`src/rtl/max7219_pkg.sv`:
```
// Shared definitions for the MAX7219 display controller: register addresses,
// sequencer state encoding, common bus typedefs and the hex-to-segment decoder.
// No ports; imported by the interface, the serial transmitter and the top level.
package max7219_pkg;

  typedef logic [31:0] digits_t;  // eight hex nibbles, nibble 0 = rightmost digit
  typedef logic [15:0] frame_t;   // {address byte, data byte}

  // MAX7219 register addresses (full address byte as shifted out)
  localparam logic [7:0] REG_NOOP       = 8'h00;
  localparam logic [7:0] REG_DIGIT0     = 8'h01;
  localparam logic [7:0] REG_DECODE     = 8'h09;
  localparam logic [7:0] REG_INTENSITY  = 8'h0A;
  localparam logic [7:0] REG_SCAN_LIMIT = 8'h0B;
  localparam logic [7:0] REG_SHUTDOWN   = 8'h0C;
  localparam logic [7:0] REG_DISP_TEST  = 8'h0F;

  // Number of configuration frames sent before the blanking refresh
  localparam int INIT_LEN = 6;

  // Sequencer states
  typedef logic [2:0] state_t;
  localparam state_t ST_INIT_SEND    = 3'd0;
  localparam state_t ST_IDLE         = 3'd1;
  localparam state_t ST_REFRESH_SEND = 3'd2;
  localparam state_t ST_HOST_SEND    = 3'd3;
  localparam state_t ST_LOAD_GAP     = 3'd4;

  // Hex nibble to segment pattern: bit7 = DP (always off), bits6:0 = A..G
  function automatic logic [7:0] seg7(input logic [3:0] nib);
    logic [7:0] seg;
    case (nib)
      4'h0: seg = 8'h7E;
      4'h1: seg = 8'h30;
      4'h2: seg = 8'h6D;
      4'h3: seg = 8'h79;
      4'h4: seg = 8'h33;
      4'h5: seg = 8'h5B;
      4'h6: seg = 8'h5F;
      4'h7: seg = 8'h70;
      4'h8: seg = 8'h7F;
      4'h9: seg = 8'h7B;
      4'hA: seg = 8'h77;
      4'hB: seg = 8'h1F;
      4'hC: seg = 8'h4E;
      4'hD: seg = 8'h3D;
      4'hE: seg = 8'h4F;
      default: seg = 8'h47;
    endcase
    return seg;
  endfunction

endpackage

```
`src/rtl/max7219_ctrl_if.sv`:
```
// Host-side bundle of the MAX7219 controller: digit value, refresh pulse,
// register-write handshake (wr_req held until wr_ack) and status flags.
// master = host logic, slave = controller.
interface max7219_ctrl_if;
  import max7219_pkg::*;

  digits_t     digits;     // eight hex nibbles, nibble 0 = digit register 1
  logic        update;     // one-cycle refresh request
  logic        wr_req;     // register write request, held until wr_ack
  logic [3:0]  wr_addr;    // MAX7219 register address
  logic [7:0]  wr_data;    // register value
  logic        wr_ack;     // pulses when the write frame is latched
  logic        init_done;  // sticky after power-up sequence completes
  logic        busy;       // low only when fully idle

  modport master (
    output digits, update, wr_req, wr_addr, wr_data,
    input  wr_ack, init_done, busy
  );

  modport slave (
    input  digits, update, wr_req, wr_addr, wr_data,
    output wr_ack, init_done, busy
  );

endinterface

```
`src/rtl/max7219_spi_tx16.sv`:
```
// 16-bit MSB-first serial transmitter for the MAX7219 (DIN/CLK/LOAD pins).
// Latency: frame takes 16*CLK_DIV cycles, then LOAD stays high LOAD_HOLD cycles.
// Backpressure: start is accepted only while idle; done marks the final frame cycle.
// Ports: clk/rst; start + frame in; idle, done out; max_din/max_clk/max_load pins.
module max7219_spi_tx16
  import max7219_pkg::*;
#(
  parameter int CLK_DIV   = 10,
  parameter int LOAD_HOLD = 4
) (
  input  logic   clk,
  input  logic   rst,
  input  logic   start,
  input  frame_t frame,
  output logic   idle,
  output logic   done,
  output logic   max_din,
  output logic   max_clk,
  output logic   max_load
);

  localparam int HALF    = CLK_DIV / 2;
  localparam int CNT_MAX = (CLK_DIV > LOAD_HOLD) ? CLK_DIV : LOAD_HOLD;
  localparam int CW      = $clog2(CNT_MAX + 1);

  localparam logic [1:0] TX_IDLE  = 2'd0;
  localparam logic [1:0] TX_SHIFT = 2'd1;
  localparam logic [1:0] TX_HOLD  = 2'd2;

  logic [1:0]    ph_q, ph_d;
  logic [CW-1:0] cnt_q, cnt_d;
  logic [3:0]    bit_q, bit_d;
  frame_t        sh_q, sh_d;
  logic          din_q, din_d;
  logic          sclk_q, sclk_d;
  logic          load_q, load_d;

  assign idle     = (ph_q == TX_IDLE);
  assign max_din  = din_q;
  assign max_clk  = sclk_q;
  assign max_load = load_q;

  always_comb begin
    ph_d   = ph_q;
    cnt_d  = cnt_q;
    bit_d  = bit_q;
    sh_d   = sh_q;
    din_d  = din_q;
    sclk_d = sclk_q;
    load_d = load_q;
    done   = 1'b0;
    case (ph_q)
      TX_IDLE: begin
        if (start) begin
          // First bit is presented together with LOAD falling, clock low.
          ph_d   = TX_SHIFT;
          cnt_d  = '0;
          bit_d  = 4'd0;
          sh_d   = {frame[14:0], 1'b0};
          din_d  = frame[15];
          load_d = 1'b0;
          sclk_d = 1'b0;
        end
      end
      TX_SHIFT: begin
        cnt_d = cnt_q + CW'(1);
        if (cnt_q == CW'(HALF - 1)) begin
          sclk_d = 1'b1;
        end
        // DIN only moves on the same edge that drops the clock, so it is
        // stable for the whole high phase.
        if (cnt_q == CW'(CLK_DIV - 1)) begin
          cnt_d  = '0;
          sclk_d = 1'b0;
          if (bit_q == 4'd15) begin
            ph_d   = TX_HOLD;
            load_d = 1'b1;
            din_d  = 1'b0;
            done   = 1'b1;
          end else begin
            bit_d = bit_q + 4'd1;
            din_d = sh_q[15];
            sh_d  = {sh_q[14:0], 1'b0};
          end
        end
      end
      TX_HOLD: begin
        cnt_d = cnt_q + CW'(1);
        if (cnt_q == CW'(LOAD_HOLD - 1)) begin
          ph_d  = TX_IDLE;
          cnt_d = '0;
        end
      end
      default: ph_d = TX_IDLE;
    endcase
  end

  always_ff @(posedge clk) begin
    if (rst) begin
      ph_q   <= TX_IDLE;
      cnt_q  <= '0;
      bit_q  <= 4'd0;
      sh_q   <= '0;
      din_q  <= 1'b0;
      sclk_q <= 1'b0;
      load_q <= 1'b1;
    end else begin
      ph_q   <= ph_d;
      cnt_q  <= cnt_d;
      bit_q  <= bit_d;
      sh_q   <= sh_d;
      din_q  <= din_d;
      sclk_q <= sclk_d;
      load_q <= load_d;
    end
  end

endmodule

```
`src/rtl/max7219_ctrl.sv`:
```
// MAX7219 controller: power-up init table, digit refresh and host register
// writes, arbitrated frame by frame onto one serial transmitter.
// Latency: refresh = 8 frames; a host write is inserted at the next frame boundary.
// Backpressure: wr_req held until wr_ack; update pulses coalesce into one pending flag.
// Ports: clk/rst; host (max7219_ctrl_if.slave); max_din/max_clk/max_load pins.
module max7219_ctrl
  import max7219_pkg::*;
#(
  parameter int CLK_DIV    = 10,
  parameter int BRIGHTNESS = 12,
  parameter int LOAD_HOLD  = 4
) (
  input  logic          clk,
  input  logic          rst,
  max7219_ctrl_if.slave host,
  output logic          max_din,
  output logic          max_clk,
  output logic          max_load
);

  localparam logic [7:0] INTENSITY = 8'(BRIGHTNESS % 16);

  state_t     state_q, state_d;
  logic [2:0] init_idx_q, init_idx_d;   // init frames already sent
  logic [3:0] dig_idx_q, dig_idx_d;     // next digit of the active refresh
  digits_t    snap_q, snap_d;           // digits captured at refresh entry
  logic       ref_act_q, ref_act_d;     // a refresh is part-way through
  logic       pend_q, pend_d;           // refresh requested but not started
  logic       init_done_q, init_done_d;
  logic       wr_ack_q, wr_ack_d;

  logic   tx_start;
  logic   tx_idle;
  logic   tx_done;
  frame_t tx_frame;

  function automatic frame_t init_frame(input logic [2:0] idx);
    frame_t f;
    case (idx)
      3'd0:    f = {REG_NOOP,       8'h00};
      3'd1:    f = {REG_DISP_TEST,  8'h00};
      3'd2:    f = {REG_SCAN_LIMIT, 8'h07};
      3'd3:    f = {REG_DECODE,     8'h00};
      3'd4:    f = {REG_SHUTDOWN,   8'h01};
      default: f = {REG_INTENSITY,  INTENSITY};
    endcase
    return f;
  endfunction

  assign host.wr_ack    = wr_ack_q;
  assign host.init_done = init_done_q;
  assign host.busy      = !(state_q == ST_IDLE && !pend_q && !host.wr_req);

  always_comb begin
    state_d     = state_q;
    init_idx_d  = init_idx_q;
    dig_idx_d   = dig_idx_q;
    snap_d      = snap_q;
    ref_act_d   = ref_act_q;
    pend_d      = pend_q | host.update;
    init_done_d = init_done_q;
    wr_ack_d    = 1'b0;
    tx_start    = 1'b0;
    tx_frame    = '0;
    case (state_q)
      ST_INIT_SEND: begin
        tx_frame = init_frame(init_idx_q);
        tx_start = tx_idle;
        if (tx_done) begin
          init_idx_d = init_idx_q + 3'd1;
          state_d    = ST_LOAD_GAP;
        end
      end
      ST_REFRESH_SEND: begin
        tx_frame = {REG_DIGIT0 + {5'd0, dig_idx_q[2:0]},
                    seg7(snap_q[{dig_idx_q[2:0], 2'b00} +: 4])};
        tx_start = tx_idle;
        if (tx_done) begin
          dig_idx_d = dig_idx_q + 4'd1;
          state_d   = ST_LOAD_GAP;
        end
      end
      ST_HOST_SEND: begin
        tx_frame = {4'h0, host.wr_addr, host.wr_data};
        tx_start = tx_idle;
        // The ack register sets on the edge that raises LOAD for this frame.
        if (tx_done) begin
          wr_ack_d = 1'b1;
          state_d  = ST_LOAD_GAP;
        end
      end
      ST_LOAD_GAP: begin
        // Decide the next frame once the LOAD hold time has elapsed.
        if (tx_idle) begin
          if (init_idx_q != 3'(INIT_LEN)) begin
            state_d = ST_INIT_SEND;
          end else if (ref_act_q && dig_idx_q != 4'd8) begin
            state_d = (host.wr_req && init_done_q) ? ST_HOST_SEND : ST_REFRESH_SEND;
          end else if (!init_done_q && !ref_act_q) begin
            // Config table finished: blank all digits before going live.
            snap_d    = '0;
            dig_idx_d = 4'd0;
            ref_act_d = 1'b1;
            state_d   = ST_REFRESH_SEND;
          end else begin
            ref_act_d   = 1'b0;
            init_done_d = 1'b1;
            state_d     = ST_IDLE;
          end
        end
      end
      ST_IDLE: begin
        if (host.wr_req && init_done_q) begin
          state_d = ST_HOST_SEND;
        end else if (pend_q || host.update) begin
          // An update arriving now is satisfied by this snapshot.
          snap_d    = host.digits;
          dig_idx_d = 4'd0;
          ref_act_d = 1'b1;
          pend_d    = 1'b0;
          state_d   = ST_REFRESH_SEND;
        end
      end
      default: state_d = ST_INIT_SEND;
    endcase
  end

  always_ff @(posedge clk) begin
    if (rst) begin
      state_q     <= ST_INIT_SEND;
      init_idx_q  <= 3'd0;
      dig_idx_q   <= 4'd0;
      snap_q      <= '0;
      ref_act_q   <= 1'b0;
      pend_q      <= 1'b0;
      init_done_q <= 1'b0;
      wr_ack_q    <= 1'b0;
    end else begin
      state_q     <= state_d;
      init_idx_q  <= init_idx_d;
      dig_idx_q   <= dig_idx_d;
      snap_q      <= snap_d;
      ref_act_q   <= ref_act_d;
      pend_q      <= pend_d;
      init_done_q <= init_done_d;
      wr_ack_q    <= wr_ack_d;
    end
  end

  max7219_spi_tx16 #(
    .CLK_DIV  (CLK_DIV),
    .LOAD_HOLD(LOAD_HOLD)
  ) u_tx (
    .clk     (clk),
    .rst     (rst),
    .start   (tx_start),
    .frame   (tx_frame),
    .idle    (tx_idle),
    .done    (tx_done),
    .max_din (max_din),
    .max_clk (max_clk),
    .max_load(max_load)
  );

endmodule

```
`src/flat_wrapper.sv`:
```
// flat-port wrapper written by rule: the top's interface ports become plain ports
module max7219_ctrl_flat import max7219_pkg::*;
#(
  parameter int CLK_DIV    = 10,
  parameter int BRIGHTNESS = 12,
  parameter int LOAD_HOLD  = 4
)
  (clk, rst, max_din, max_clk, max_load, host_digits, host_update, host_wr_req, host_wr_addr, host_wr_data, host_wr_ack, host_init_done, host_busy);
  max7219_ctrl_if host_i ();
  input  logic clk;
  input  logic rst;
  output logic max_din;
  output logic max_clk;
  output logic max_load;
  input wire logic [$bits(host_i.digits)-1:0] host_digits;
  input wire logic [$bits(host_i.update)-1:0] host_update;
  input wire logic [$bits(host_i.wr_req)-1:0] host_wr_req;
  input wire logic [$bits(host_i.wr_addr)-1:0] host_wr_addr;
  input wire logic [$bits(host_i.wr_data)-1:0] host_wr_data;
  output wire logic [$bits(host_i.wr_ack)-1:0] host_wr_ack;
  output wire logic [$bits(host_i.init_done)-1:0] host_init_done;
  output wire logic [$bits(host_i.busy)-1:0] host_busy;
  assign host_i.digits = host_digits;
  assign host_i.update = host_update;
  assign host_i.wr_req = host_wr_req;
  assign host_i.wr_addr = host_wr_addr;
  assign host_i.wr_data = host_wr_data;
  assign host_wr_ack = host_i.wr_ack;
  assign host_init_done = host_i.init_done;
  assign host_busy = host_i.busy;
  max7219_ctrl #(.CLK_DIV(CLK_DIV), .BRIGHTNESS(BRIGHTNESS), .LOAD_HOLD(LOAD_HOLD)) u_core (.clk(clk), .rst(rst), .host(host_i), .max_din(max_din), .max_clk(max_clk), .max_load(max_load));
endmodule
```
`config.mk`:
```
export PLATFORM = sky130hd
export DESIGN_NAME = max7219_ctrl_flat
export DESIGN_NICKNAME = d
export VERILOG_FILES = /design/src/rtl/max7219_pkg.sv /design/src/rtl/max7219_ctrl_if.sv /design/src/rtl/max7219_spi_tx16.sv /design/src/rtl/max7219_ctrl.sv /design/src/flat_wrapper.sv
export SDC_FILE = /design/constraint.sdc
export NUM_CORES = 1
export LEC_CHECK = 0
export BUFFER_PORTS_ARGS = -buffer_cell sky130_fd_sc_hd__buf_2
export CORE_UTILIZATION = 49
export CTS_CLUSTER_SIZE = 24
export DETAILED_ROUTE_END_ITERATION = 6
export PLACE_DENSITY_LB_ADDON = 0.3
export SYNTH_ARGS = -nofsm -noshare
export SYNTH_HDL_FRONTEND = slang
export SYNTH_HIERARCHICAL = 1
export SYNTH_SLANG_ARGS = --single-unit
```
`constraint.sdc`:
```
create_clock -name clk -period 3.6 [get_ports clk]
set_input_delay 0.72 -clock clk [delete_from_list [all_inputs] [get_ports clk]]
set_output_delay 0.72 -clock clk [all_outputs]
set_load 0.005 [all_outputs]
```
==> out/summary.md <==
## Run status
- finished clean — result of the run

## Cells and area
- 56.6% — Final Util
- 10.7% — P&R area growth vs syn
- 627 — final standard cell count with taps included and fillers excluded
- 0 — antenna diode instance count
- 586 — count of nets after finishing
- 18.6% — fraction of layout instances using a drive strength above 1
- sky130_fd_sc_hd__dfxtp_1 — most common cell after layout, fill and taps aside
- 74 x sky130_fd_sc_hd__dfxtp_1, 53 x sky130_fd_sc_hd__buf_2, 50 x sky130_fd_sc_hd__nor2_1 — commonest cells after routing, fill and taps aside
- 4720 µm² — post-route standard cell area excluding fillers

## Yosys
- 6 — Synthesis Warnings
- sky130_fd_sc_hd__dfxtp_1 — most used flip-flop cell after synthesis
- sky130_fd_sc_hd__dfxtp_1 — biggest area consumer among synthesized cells
- 4270 µm² — post-synthesis instance area
- 34.7% — proportion of synthesized chip area in sequential cells
- 480 — cell count after synthesis
- 0 — number of enable flip-flop cells after synthesis
- 63 — post-synthesis cell type count
- sky130_fd_sc_hd__dfxtp_1 35%, sky130_fd_sc_hd__ha_1 6.2%, sky130_fd_sc_hd__mux2i_1 6.1% — ranking of synthesized cells by area
- 34.7% — fraction of synthesized cell area taken by the top area cell type
- 8.89 µm² — Avg Inst Size Synth
- 0% — Async S/R FF share, synth
- 74 — register bit count reported by yosys

## Timing
- 0 — final hold vios
- 1.01 ns — Slew @ Worst Pin
- no — setup repair after global routing missed its margin
- 0 — Final Slew Violations
- 0.569 ns — Worst Slack Setup Final
- 0 ns — Total Neg Setup Slack
- 84.2% — final period utilization
- 0.454 ns — final-layout worst hold slack
- 3.03 ns — Min Clock Period, post-route
- 32.7% — headroom to the max-slew limit
- 0.0136 ns — largest clock skew in the final design
- 0 — Final setup violation count
- 0.330 GHz — highest achievable clock rate

## Global route
- 55 — pin count of the biggest net entering global routing
- 3272 — via count of the first global-routing pass
- 0 — remaining global-route overflow
- 15.7 mm — first-pass GRT wire length
- 0 — antenna violations before repair
- 22.2% — total routing usage reported by global routing

## Critical path
- flip-flop to flip-flop — worst setup path class
- 0.65 ns — slowest cell delay on critical path
- 1 — WP buf/inv
- 3.89 ns — critical path data required time
- flip-flop — launching element type of the critical path
- mux4_1, mux2i_1, inv_1, ha_1, mux2_2, a221o_1, nand2_1, a22oi_1, nor2_1 — chain of cells forming the critical path
- 12 — CP Max Fanout
- sky130_fd_sc_hd__dfxtp_1 — slowest cell on the critical path
- 3.32 ns — signal arrival time at the worst endpoint
- multiplexers — Top delay family on crit path
- flip-flop — type of element capturing the critical path

## Clocking
- 0.09 ns — clock slew at the register clock pins of the worst setup and hold paths
- sky130_fd_sc_hd__clkbuf_8 — cell at the root of the clock tree
- 0 — setup repair bufs after CTS
- 9 — number of buffers inserted during clock tree synthesis
- yes — TritonCTS clock tree
- 2 — buffer levels on the longest clock path
- 0.36 ns — Clock Latency Late Sink
- 74 — TritonCTS Sinks
- 3 — depth of the CTS H-tree
- 0 — post-cts hold buffer count
- 0 — Resized Gates After CTS

## Power and ir drop
- 34.9% — switching part of the total
- 479 nW/µm² — total power density per cell area
- 2.26 mW — total power draw
- 30.3% — clock network fraction of total power
- 1.86 nW — leakage power
- 789 µW — power spent charging and discharging nets
- 41.4% — part of the total power dissipated in sequential elements
- 28.3% — share of power burned in combinational logic
- 0.000206 V — maximum vdd ir drop
- 1.48 mW — cell-internal power

## Die
- 9080 µm² — overall die area
- 51.2% — effective utilization at floorplan
- 95.3 µm — Die W
- 95.3 µm — die outline height
- 33 — count of standard-cell rows
- 8340 µm² — area of the placeable core
- 54 — number of I/O pins

## Routing
- 15.2 µm — routed length per instance
- 0 — remaining number of nets flagged by the antenna check after routing
- 3611 — via total after detailed routing
- 5.76 — vias per cell
- 0 — post-route DRC violation count
- 5 — Initial DRT Pass Iterations
- 9.51 mm — Routed WL
- 174 — violation count after the first detailed-route iteration

## Placement
- 6.62 mm — hpwl dp
- 4520 µm² — standard cell area after detailed placement
- 53 — number of input and output port buffers inserted
- 611 — cell total after placement
- 0.597 ns — setup slack after placement
- 0.875 — RD Place Congestion

## Worst hold path
- flip-flop to flip-flop — worst min path class

## Job
- 0 — max-cap violations

-- cell type report --
| class | count | area (µm²) |
|---|---|---|
| clock inverters | 7 | 83.8 |
| inverters | 19 | 71.3 |
| repair buffers | 59 | 310 |
| well taps | 105 | 131 |
| clock buffers | 9 | 124 |
| multi-input cells | 354 | 2520 |
| flip-flops and latches | 74 | 1480 |
| fillers | 800 | 3620 |
-- power groups by stage --
stage | Clock, mW | Combinational (mW) | Sequential [mW]
floorplan | 0 | 0.505 | 0.946
global placement | 0 | 0.618 | 0.954
detailed placement | 0 | 0.642 | 0.956
CTS | 0.703 | 0.642 | 0.938
global route | 0.742 | 0.713 | 0.947
finish | 0.686 | 0.640 | 0.938
-- state kept, by name, summed over array words and instances, names as in the netlist --
name and cells:
u_core/snap_q 32, u_core/u_tx/sh_q 15, u_core/dig_idx_q 4, u_core/u_tx/bit_q 4
u_core/u_tx/cnt_q 4, u_core/init_idx_q 3, u_core/state_q 3, u_core/u_tx/ph_q 2
u_core/host.init_done 1, u_core/host.wr_ack 1, u_core/pend_q 1, u_core/ref_act_q 1
u_core/u_tx/max_clk 1, u_core/u_tx/max_din 1, u_core/u_tx/max_load 1
-- worst paths after layout --
| path | start | end | slack (ns) | cells after the start |
|---|---|---|---|---|
| min | u_core/snap_q[18]$_SDFFE_PP0P_ | u_core/snap_q[18]$_SDFFE_PP0P_ | 0.45 | 2 |
| max | u_core/dig_idx_q[0]$_SDFFE_PP0P_ | u_core/u_tx/sh_q[1]$_SDFFE_PP0P_ | 0.57 | 9 |
| max reg2reg | u_core/dig_idx_q[0]$_SDFFE_PP0P_ | u_core/u_tx/sh_q[1]$_SDFFE_PP0P_ | 0.57 | 9 |
| min reg2reg | u_core/snap_q[18]$_SDFFE_PP0P_ | u_core/snap_q[18]$_SDFFE_PP0P_ | 0.45 | 2 |
-- metal layers --
metal / part of all wire, % / global-route usage, %
met5: 0 / 0
met4: 1.5 / 9.09
met3: 5.9 / 5.18
met2: 43 / 32.1
met1: 49 / 31.7
-- cell families after synthesis --
logic type               share of synthesized area (%)
buffers and inverters                             6.57
flip-flops                                        34.7
AO/OA/AOI/OAI                                     18.4
XOR/XNOR                                          1.23
other                                           0.0879
multiplexers                                      12.9
AND/OR/NAND/NOR                                   19.9
adder cells (fa/ha/maj)                           6.16
-- cells in the mapped netlist (2+ instances only) --
cell type and number:
sky130_fd_sc_hd__o21ai_0 15, sky130_fd_sc_hd__or3_1 3, sky130_fd_sc_hd__nand2b_1 2, sky130_fd_sc_hd__xnor2_1 4, sky130_fd_sc_hd__a21oi_1 35, sky130_fd_sc_hd__dfxtp_1 74
sky130_fd_sc_hd__buf_2 10, sky130_fd_sc_hd__a211oi_1 17, sky130_fd_sc_hd__nand3_1 27, sky130_fd_sc_hd__mux4_1 5, sky130_fd_sc_hd__mux2i_1 26, sky130_fd_sc_hd__o211ai_1 2
sky130_fd_sc_hd__inv_1 19, sky130_fd_sc_hd__clkbuf_1 16, sky130_fd_sc_hd__and3_1 2, sky130_fd_sc_hd__and2_1 5, sky130_fd_sc_hd__mux2_2 4, sky130_fd_sc_hd__nand3b_1 3
sky130_fd_sc_hd__a221o_1 4, sky130_fd_sc_hd__nor3_1 10, sky130_fd_sc_hd__buf_6 4, sky130_fd_sc_hd__xor2_1 2, sky130_fd_sc_hd__a32oi_1 2, sky130_fd_sc_hd__nor3_2 2
sky130_fd_sc_hd__nand2_1 38, sky130_fd_sc_hd__nor3b_1 2, sky130_fd_sc_hd__ha_1 21, sky130_fd_sc_hd__nor2b_1 2, sky130_fd_sc_hd__nor2_1 50, sky130_fd_sc_hd__a31oi_1 6
sky130_fd_sc_hd__mux2i_4 2, sky130_fd_sc_hd__nor4b_2 2, sky130_fd_sc_hd__and3b_1 3, sky130_fd_sc_hd__or3b_1 4, sky130_fd_sc_hd__a22oi_1 22, sky130_fd_sc_hd__buf_4 3
sky130_fd_sc_hd__a311oi_1 2, sky130_fd_sc_hd__mux4_2 3, sky130_fd_sc_hd__clkbuf_8 2, sky130_fd_sc_hd__o31ai_1 2
-- tightest hold or removal path: stages, from the launching register on --
cell and delay, ns:
sky130_fd_sc_hd__dfxtp_1 0.32, sky130_fd_sc_hd__nand2_1 0.05, sky130_fd_sc_hd__a21oi_1 0.05
Power figures use the tool's default switching activity.
